### config.mk
export PLATFORM = sky130hd
export DESIGN_NAME = uart_rx_jogada
export DESIGN_NICKNAME = d
export VERILOG_FILES = /design/src/rtl/uart_rx_jogada.sv
export SDC_FILE = /design/constraint.sdc
export NUM_CORES = 1
export LEC_CHECK = 0
export BUFFER_PORTS_ARGS = -buffer_cell sky130_fd_sc_hd__buf_2
export CORE_ASPECT_RATIO = 2
export CORE_MARGIN = 2
export CORE_UTILIZATION = 55
export DETAILED_ROUTE_END_ITERATION = 10
export PLACE_DENSITY = 0.74
export SYNTH_ARGS = -nofsm -noshare
export SYNTH_HDL_FRONTEND = slang
export SYNTH_SLANG_ARGS = --single-unit
### constraint.sdc
create_clock -name clock -period 2.7 [get_ports clock]
set_input_delay 0.405 -clock clock [delete_from_list [all_inputs] [get_ports clock]]
set_output_delay 0.405 -clock clock [all_outputs]
set_load 0.01 [all_outputs]
### src/rtl/uart_rx_jogada.sv
// Receiver for the tic-tac-toe status stream: two UART frames form one 16-bit word.
// Define PARITY_RX_EN for 8E1 frames (even parity); undefined means 8N1.
module uart_rx_jogada #(
  parameter int CLKS_PER_BIT = 5208,
  parameter int TIMEOUT_BITS = 20
) (
  input  logic       clock,
  input  logic       reset,
  input  logic       rx,
  output logic [3:0] estado,
  output logic [3:0] macro,
  output logic [3:0] micro,
  output logic [1:0] resultado_macro,
  output logic [1:0] resultado_jogo,
  output logic       valido,
  output logic       erro_quadro,
  output logic       ocupado
);

  localparam int CNT_W = (CLKS_PER_BIT > 1) ? $clog2(CLKS_PER_BIT) : 1;
  localparam logic [CNT_W-1:0] CNT_MAX = CNT_W'(CLKS_PER_BIT - 1);
  localparam logic [CNT_W-1:0] CNT_MID = CNT_W'(CLKS_PER_BIT / 2);
  localparam int GAP_CYC = TIMEOUT_BITS * CLKS_PER_BIT;
  localparam int GAP_W = (GAP_CYC > 1) ? $clog2(GAP_CYC) : 1;
  localparam logic [GAP_W-1:0] GAP_MAX = GAP_W'(GAP_CYC - 1);

  typedef enum logic [2:0] {
    IDLE,
    START,
    DATA,
`ifdef PARITY_RX_EN
    PARITY,
`endif
    STOP,
    GAP
  } state_t;

  state_t           state, state_n;
  logic             rx_p0, rxs, rxs_prev;
  logic [CNT_W-1:0] cnt;
  logic [GAP_W-1:0] gap_cnt;
  logic [2:0]       bit_idx;
  logic             byte_idx, byte_idx_n;
  logic [7:0]       sr, hi;
  logic             fall, mid, frame_bad;
  logic             valid_n, err_n, store_hi;
`ifdef PARITY_RX_EN
  logic             par_err;
`endif

  assign fall = rxs_prev & ~rxs;
  assign mid  = (cnt == CNT_MID);
`ifdef PARITY_RX_EN
  assign frame_bad = ~rxs | par_err;
`else
  assign frame_bad = ~rxs;
`endif

  always_comb begin
    state_n    = state;
    byte_idx_n = byte_idx;
    valid_n    = 1'b0;
    err_n      = 1'b0;
    store_hi   = 1'b0;
    case (state)
      IDLE:  if (fall) state_n = START;
      START: if (mid) begin
        if (rxs) begin
          err_n      = 1'b1;
          byte_idx_n = 1'b0;
          state_n    = IDLE;
        end else begin
          state_n = DATA;
        end
      end
`ifdef PARITY_RX_EN
      DATA:   if (mid && bit_idx == 3'd7) state_n = PARITY;
      PARITY: if (mid) state_n = STOP;
`else
      DATA:   if (mid && bit_idx == 3'd7) state_n = STOP;
`endif
      STOP: if (mid) begin
        if (frame_bad) begin
          err_n      = 1'b1;
          byte_idx_n = 1'b0;
          state_n    = IDLE;
        end else if (!byte_idx) begin
          store_hi   = 1'b1;
          byte_idx_n = 1'b1;
          state_n    = GAP;
        end else begin
          valid_n    = 1'b1;
          byte_idx_n = 1'b0;
          state_n    = IDLE;
        end
      end
      GAP: begin
        if (fall) begin
          state_n = START;
        end else if (gap_cnt == GAP_MAX) begin
          err_n      = 1'b1;
          byte_idx_n = 1'b0;
          state_n    = IDLE;
        end
      end
      default: state_n = IDLE;
    endcase
  end

  // Synchronizer, FSM and control registers
  always_ff @(posedge clock or posedge reset) begin
    if (reset) begin
      rx_p0           <= 1'b1;
      rxs             <= 1'b1;
      rxs_prev        <= 1'b1;
      state           <= IDLE;
      cnt             <= '0;
      gap_cnt         <= '0;
      bit_idx         <= 3'd0;
      byte_idx        <= 1'b0;
      valido          <= 1'b0;
      erro_quadro     <= 1'b0;
      ocupado         <= 1'b0;
      estado          <= 4'd0;
      macro           <= 4'd0;
      micro           <= 4'd0;
      resultado_macro <= 2'd0;
      resultado_jogo  <= 2'd0;
`ifdef PARITY_RX_EN
      par_err         <= 1'b0;
`endif
    end else begin
      rx_p0       <= rx;
      rxs         <= rx_p0;
      rxs_prev    <= rxs;
      state       <= state_n;
      byte_idx    <= byte_idx_n;
      valido      <= valid_n;
      erro_quadro <= err_n;
      // busy stays up through the valido cycle and drops right after it
      ocupado     <= (state_n != IDLE) | valid_n;
      if (state == IDLE || state == GAP) cnt <= '0;
      else cnt <= (cnt == CNT_MAX) ? '0 : cnt + CNT_W'(1);
      gap_cnt <= (state == GAP) ? gap_cnt + GAP_W'(1) : '0;
      if (state != DATA) bit_idx <= 3'd0;
      else if (mid) bit_idx <= bit_idx + 3'd1;
`ifdef PARITY_RX_EN
      if (state == PARITY && mid) par_err <= ^{sr, rxs};
`endif
      if (valid_n) begin
        {estado, macro}                                 <= hi;
        {micro, resultado_macro, resultado_jogo}        <= sr;
      end
    end
  end

  // Data-only shift and high-byte holding registers
  always_ff @(posedge clock) begin
    if (state == DATA && mid) sr <= {rxs, sr[7:1]};
    if (store_hi) hi <= sr;
  end

endmodule

* After elaboration in Yosys (flattened, before gate mapping) *
Cells that the tools add are included.

word-level totals
  register bits after elaboration = 75
  latch bits = 0
  memory bits (writable) = 0
  bits in read-only memories = 0
  input bits = 3
  output and inout port bits = 19
  logic and storage cells = 82
  memories = 0

operators by class
  add/subtract/negate cells = 3
  $mul = 0
  div/mod/pow operators = 0
  magnitude comparators = 0
  eq/ne operators = 14
  shift-type cells = 0
  multiplexer cells = 36
  bitwise gates (word level) = 3
  reductions and logical operators = 8

operator list
  cell                   number
  $mux 3                 10
  $mux 13                2
  $mux 1                 19
  $add 17x1->17 const B  1
  $eq 17x17->1 const B   1
  $mux 17                1
  $pmux 3 s5             1
  $add 13x1->13 const B  1
  $eq 13x12->1 const B   1
  $eq 13x13->1 const B   1
  $ne 2x2->1 const B     5
  $eq 3x2->1 const B     2
  $eq 3x3->1 const B     2
  $pmux 1 s3             2
  $reduce_and 6->1       1
  $reduce_bool 3->1      2
  $add 3x1->3 const B    1
  $eq 3x1->1 const B     1
  $logic_not 3->1        1
  $ne 3x2->1 const B     1
  $logic_and 1x1->1      2
  $mux 2                 1
  $reduce_bool 2->1      1
  $and 1x1->1            1
  other kinds (3)        3

* Depth between registers and ports, before layout *
  depth after elaboration = 6
  depth in mapped cells = 8
  depth with buffers taken out = 7

* Least setup slack after synthesis *
Ideal clock, no wire load.

  path type = register to register
  from = reg cnt[0]
  to = reg hi[0], enable pin
  setup time = 0.387 ns
  arrival time = 1.873 ns
  data required time = 2.313 ns
  setup slack = 0.439 ns
  stages on the path, launching flop included = 7
  period minus slack after synthesis = 2.261 ns
  cell sequence = dfrtp_1 > inv_1 > ha_1 > nor3b_2 > nand4_4 > buf_4 > nor3_1

on the way
  word-level cells in the longest chain between the ends = 3

RTL lines
  element                 line  RTL
  from (decl)             40    logic [CNT_W-1:0] cnt;
  from (signal assigned)  143   else cnt <= (cnt == CNT_MAX) ? '0 : cnt + CNT_W'(1);
  $eq 13x12->1            52    assign mid = (cnt == CNT_MID);
  $mux 1                  82    STOP: if (mid) begin
  $mux 1                  65    case (state)
  via store_hi            46    logic valid_n, err_n, store_hi;
  to (signal assigned)    160   if (store_hi) hi <= sr;
  to (decl)               44    logic [7:0] sr, hi;

The timed path passes the listed nets, and every way through them passes these cells.
A chain may end at the register's enable or synchronous reset.

* Worst setup path after layout *
  from = reg cnt[0]
  to = reg estado[2]

on the way
  word-level cells in the longest chain between the ends = 3

RTL lines
  element               line  RTL
  $eq 13x12->1          52
  $mux 1                82
  $mux 1                65
  to (signal assigned)  151   {estado, macro} <= hi;
  to (decl)             10    output logic [3:0] estado,

Every way passes these cells.

==> results.cfg <==
[timing]
period_share_pct = 79.67
min_period_ns = 2.151
final.setup.tns_ns = 0
worst-slew-pin-transition_ns = 0.8126
highest_clock_rate_mhz = 464.9
skew_final_ns = 0.006709
worst_slew_margin_rel_pct = 45.75
drv_slew = 0
report.final.setup_viol = 0
timing_hold_violations_final = 0
rsz0062_at_grt = false

[global_route]
aggregate_global_routing_overflow = 0
grt_antenna_before_repair = 0
grt_max_degree = 40
grt_pass1_vias = 2066
grt_use_total_pct = 19.68
grt_pass1_wl_mm = 9.646

[routing]
routed_wire_length_per_instance_um = 15.47
drt-pass1-iter-count = 5
wl_final_mm = 5.509
routed_via_density = 5.590
ant_nets = 0
drc_errors = 0
initialDrtViolationCount = 72
vias = 1990

[clocking]
clk-insertion-delay-late_ns = 0.33
cts_buffers = 9
cts_repair_resized_insts = 0
clock_sinks = 75
root_buffer = clkbuf_16
cts-hold-fix-buffers = 0
cts_setup_buffers = 0
cts_tree = done
cts.path.max_buffers = 2
clkSlewWorstSetupHoldPaths_ns = 0.06
cts.htree.levels = 3

[cells_and_area]
area_delta_synth_final_pct = 15.07
layout.cells.most_common_list = 56 x dfrtp_1, 35 x nor2_1, 21 x buf_2
final_nets = 298
layout.area.seq_mm2 = 0.001961
antennaDiodeCount = 0
layout.cells.most_common = dfrtp_1
layout_cell_area_excl_fill_mm2 = 0.003754
fillers = 411
post_route_cells_drive_above_1_share_pct = 23.05
footprint_of_the_multi_input_gates_mm2 = 0.001216

[power]
internal-power_mw = 2.085
seq_power_share_pct = 46.5
pwr-share-comb_pct = 6.2
power_density_over_the_cells_mw_per_mm2 = 723.7
switching_share_pct = 23.23
static_leakage_nw = 1.733
worst_ir_drop_vdd_mv = 0.7835
clock_network_fraction_of_design_power_pct = 47.3
p_switching_mw = 0.6311

[placed_design]
place_area_mm2 = 0.003430
dp.final_hpwl_mm = 3.928
place.port_buffers = 21
gp_congestion = 0.7849

[yosys]
asyncSetResetFlopFracSynth_pct = 78.67
yosys.area_share.xor_xnor_pct = 6.713
synthSimpleGateAreaFrac_pct = 18.83
yosys.area_share.adder_pct = 1.918
synth_cells = 259
synth.avg_cell_area_um2 = 12.59
synth-seq-cells = 75
yosysTopAreaCellShare_pct = 42.96
ys_dominant_reg_cell = dfrtp_1
ys_types = 49
netlist.top_cell.by_area = dfrtp_1
synthTopCellsByArea = dfrtp_1 43%, edfxtp_1 15%, xor2_1 4.6%, mux2_4 4.1%, nor2_1 4.0%
synth_enable_flop_cells = 16
synth_compound_area_share_pct = 2.647
postSynthNetCount = 267
synth-seq-area-share_pct = 60.11
post_synth_mux_area_share_pct = 7.173
netlist_area_before_placement_mm2 = 0.003262
yosysWarnings = 0
synth_top_family_by_area = simple AND/OR/NAND/NOR gates

[floorplanning]
floorplan.die.width_um = 58.46
core-area_mm2 = 0.005709
design.die.area_mm2 = 0.006600
num_rows = 39
io_pins = 22
die_height_um = 112.9
start_util_pct = 57.13

[setup_path]
max_fanout_on_critical_path = 17
arrival_ns = 2.37
critical_path_buf_inv_count = 2
critical_path.slowest_cell = dfrtp_1
crit_path_end_kind = flop
timing.critical_path.slowest_cell_delay_ns = 0.43
critical_path.cell_chain = inv_1 > ha_1 > nor3b_2 > nand4_4 > nor3_4 > buf_4 > mux2_2
worstPathRequired_ns = 2.92
cell_type_group_with_the_largest_total_delay_on_the_critical_path = simple AND/OR/NAND/NOR gates
critical_path.startpoint_type = flop
path_class = flop to flop

[worst_hold_path]
hold_class = input pin to flop

[status]
run_status = complete, no violations

[run]
maxCapViolCount = 0
-- worst reg2reg max path, cell delays in order, from the launching register on --
cell and delay, ns:
dfrtp_1 0.43, inv_1 0.08, ha_1 0.13, nor3b_2 0.23, nand4_4 0.26, nor3_4 0.22, buf_4 0.29, mux2_2 0.38
-- layer usage --
metal | up-vias | GRT usage [%] | routed length (µm)
met3 | 13 | 5.143 | 150
met1 | 983 | 21.50 | 2146
met4 | 0 | 10.85 | 145
met5 | - | 0 | 0
met2 | 27 | 33.48 | 3067
li1 | 967 | - | -
-- power groups by stage --
stage,clock network [mW],registers (mW),logic [mW]
after floorplan,0,1.27,0.127
after global placement,0,1.28,0.165
after detailed placement,0,1.28,0.171
after CTS,1.31,1.26,0.172
after global routing,1.37,1.27,0.198
final,1.28,1.26,0.168
-- flip-flops by register name, summed over array words and instances, names as in the netlist --
| signal | flops |
|---|---|
| rx_p0 | 1 |
| bit_idx | 3 |
| cnt | 13 |
| sr | 8 |
| estado | 4 |
| state | 3 |
| rxs_prev | 1 |
| erro_quadro | 1 |
| macro | 4 |
| ocupado | 1 |
| micro | 4 |
| resultado_jogo | 2 |
| byte_idx | 1 |
| rxs | 1 |
| hi | 8 |
| gap_cnt | 17 |
| resultado_macro | 2 |
| valido | 1 |
-- worst paths after layout --
kind / from / to / slack (ns) / depth (start not counted)
max: cnt[0] / estado[2] / 0.55 / 7
min: rx / rx_p0 / 0.17 / 1
max reg2reg: cnt[0] / estado[2] / 0.55 / 7
min reg2reg: rx_p0 / rxs / 0.36 / 0
max in group asynchronous: reset / cnt[1] / 1.80 / 3
min in group asynchronous: reset / gap_cnt[15] / 0.23 / 2
-- cells in the mapped netlist, drive strengths merged, types with 2 or more instances --
cell,count
a21oi,5
and3,9
and4,3
buf,4
clkbuf,2
dfrtp,56
dfstp,3
edfxtp,16
ha,5
inv,9
mux2,16
mux2i,2
nand2,11
nand2b,2
nand3,15
nand3b,2
nand4,6
nor2,36
nor3,5
nor4b,2
o21ai,6
or3,5
xnor2,8
xor2,17
-- metrics by stage --
| stage | setup slack [ns] | hold WS [ns] | total power, mW | instances | utilization [%] |
|---|---|---|---|---|---|
| 6_report | 0.5489 | 0.1678 | 2.716 | 356 | 65.75 |
| 5_1_grt | 0.3775 | 0.1621 | 2.836 | 356 | 65.75 |
| 4_1_cts | 0.5417 | 0.1565 | 2.747 | 356 | 65.75 |
| 3_5_place_dp | 0.5491 | 0.3488 | 1.455 | 340 | 60.07 |
| 3_3_place_gp | 0.6374 | 0.3456 | 1.445 | 340 | 60.07 |
| 2_1_floorplan | 0.4394 | 0.3452 | 1.392 | 259 | - |
-- cell type report --
| cell class | instances | area share (%) |
|---|---|---|
| Sequential cell | 75 | 52.23 |
| Inverter | 9 | 0.9000 |
| Timing Repair Buffer | 26 | 3.800 |
| Multi-Input combinational cell | 169 | 32.40 |
| Tap cell | 61 | 2.033 |
| Clock inverter | 6 | 2.533 |
| Clock buffer | 10 | 6.100 |
-- cell families (layout without fill, tap and decap cells) --
| logic type | Yosys count | in the layout |
|---|---|---|
| AND/OR/NAND/NOR | 106 | 106 |
| XOR/XNOR | 25 | 25 |
| AO/OA/AOI/OAI | 15 | 15 |
| multiplexers | 18 | 18 |
| adder cells (fa/ha/maj) | 5 | 5 |
| flip-flops | 75 | 75 |
| buffers and inverters | 15 | 51 |
Power figures use the tool's default switching activity.
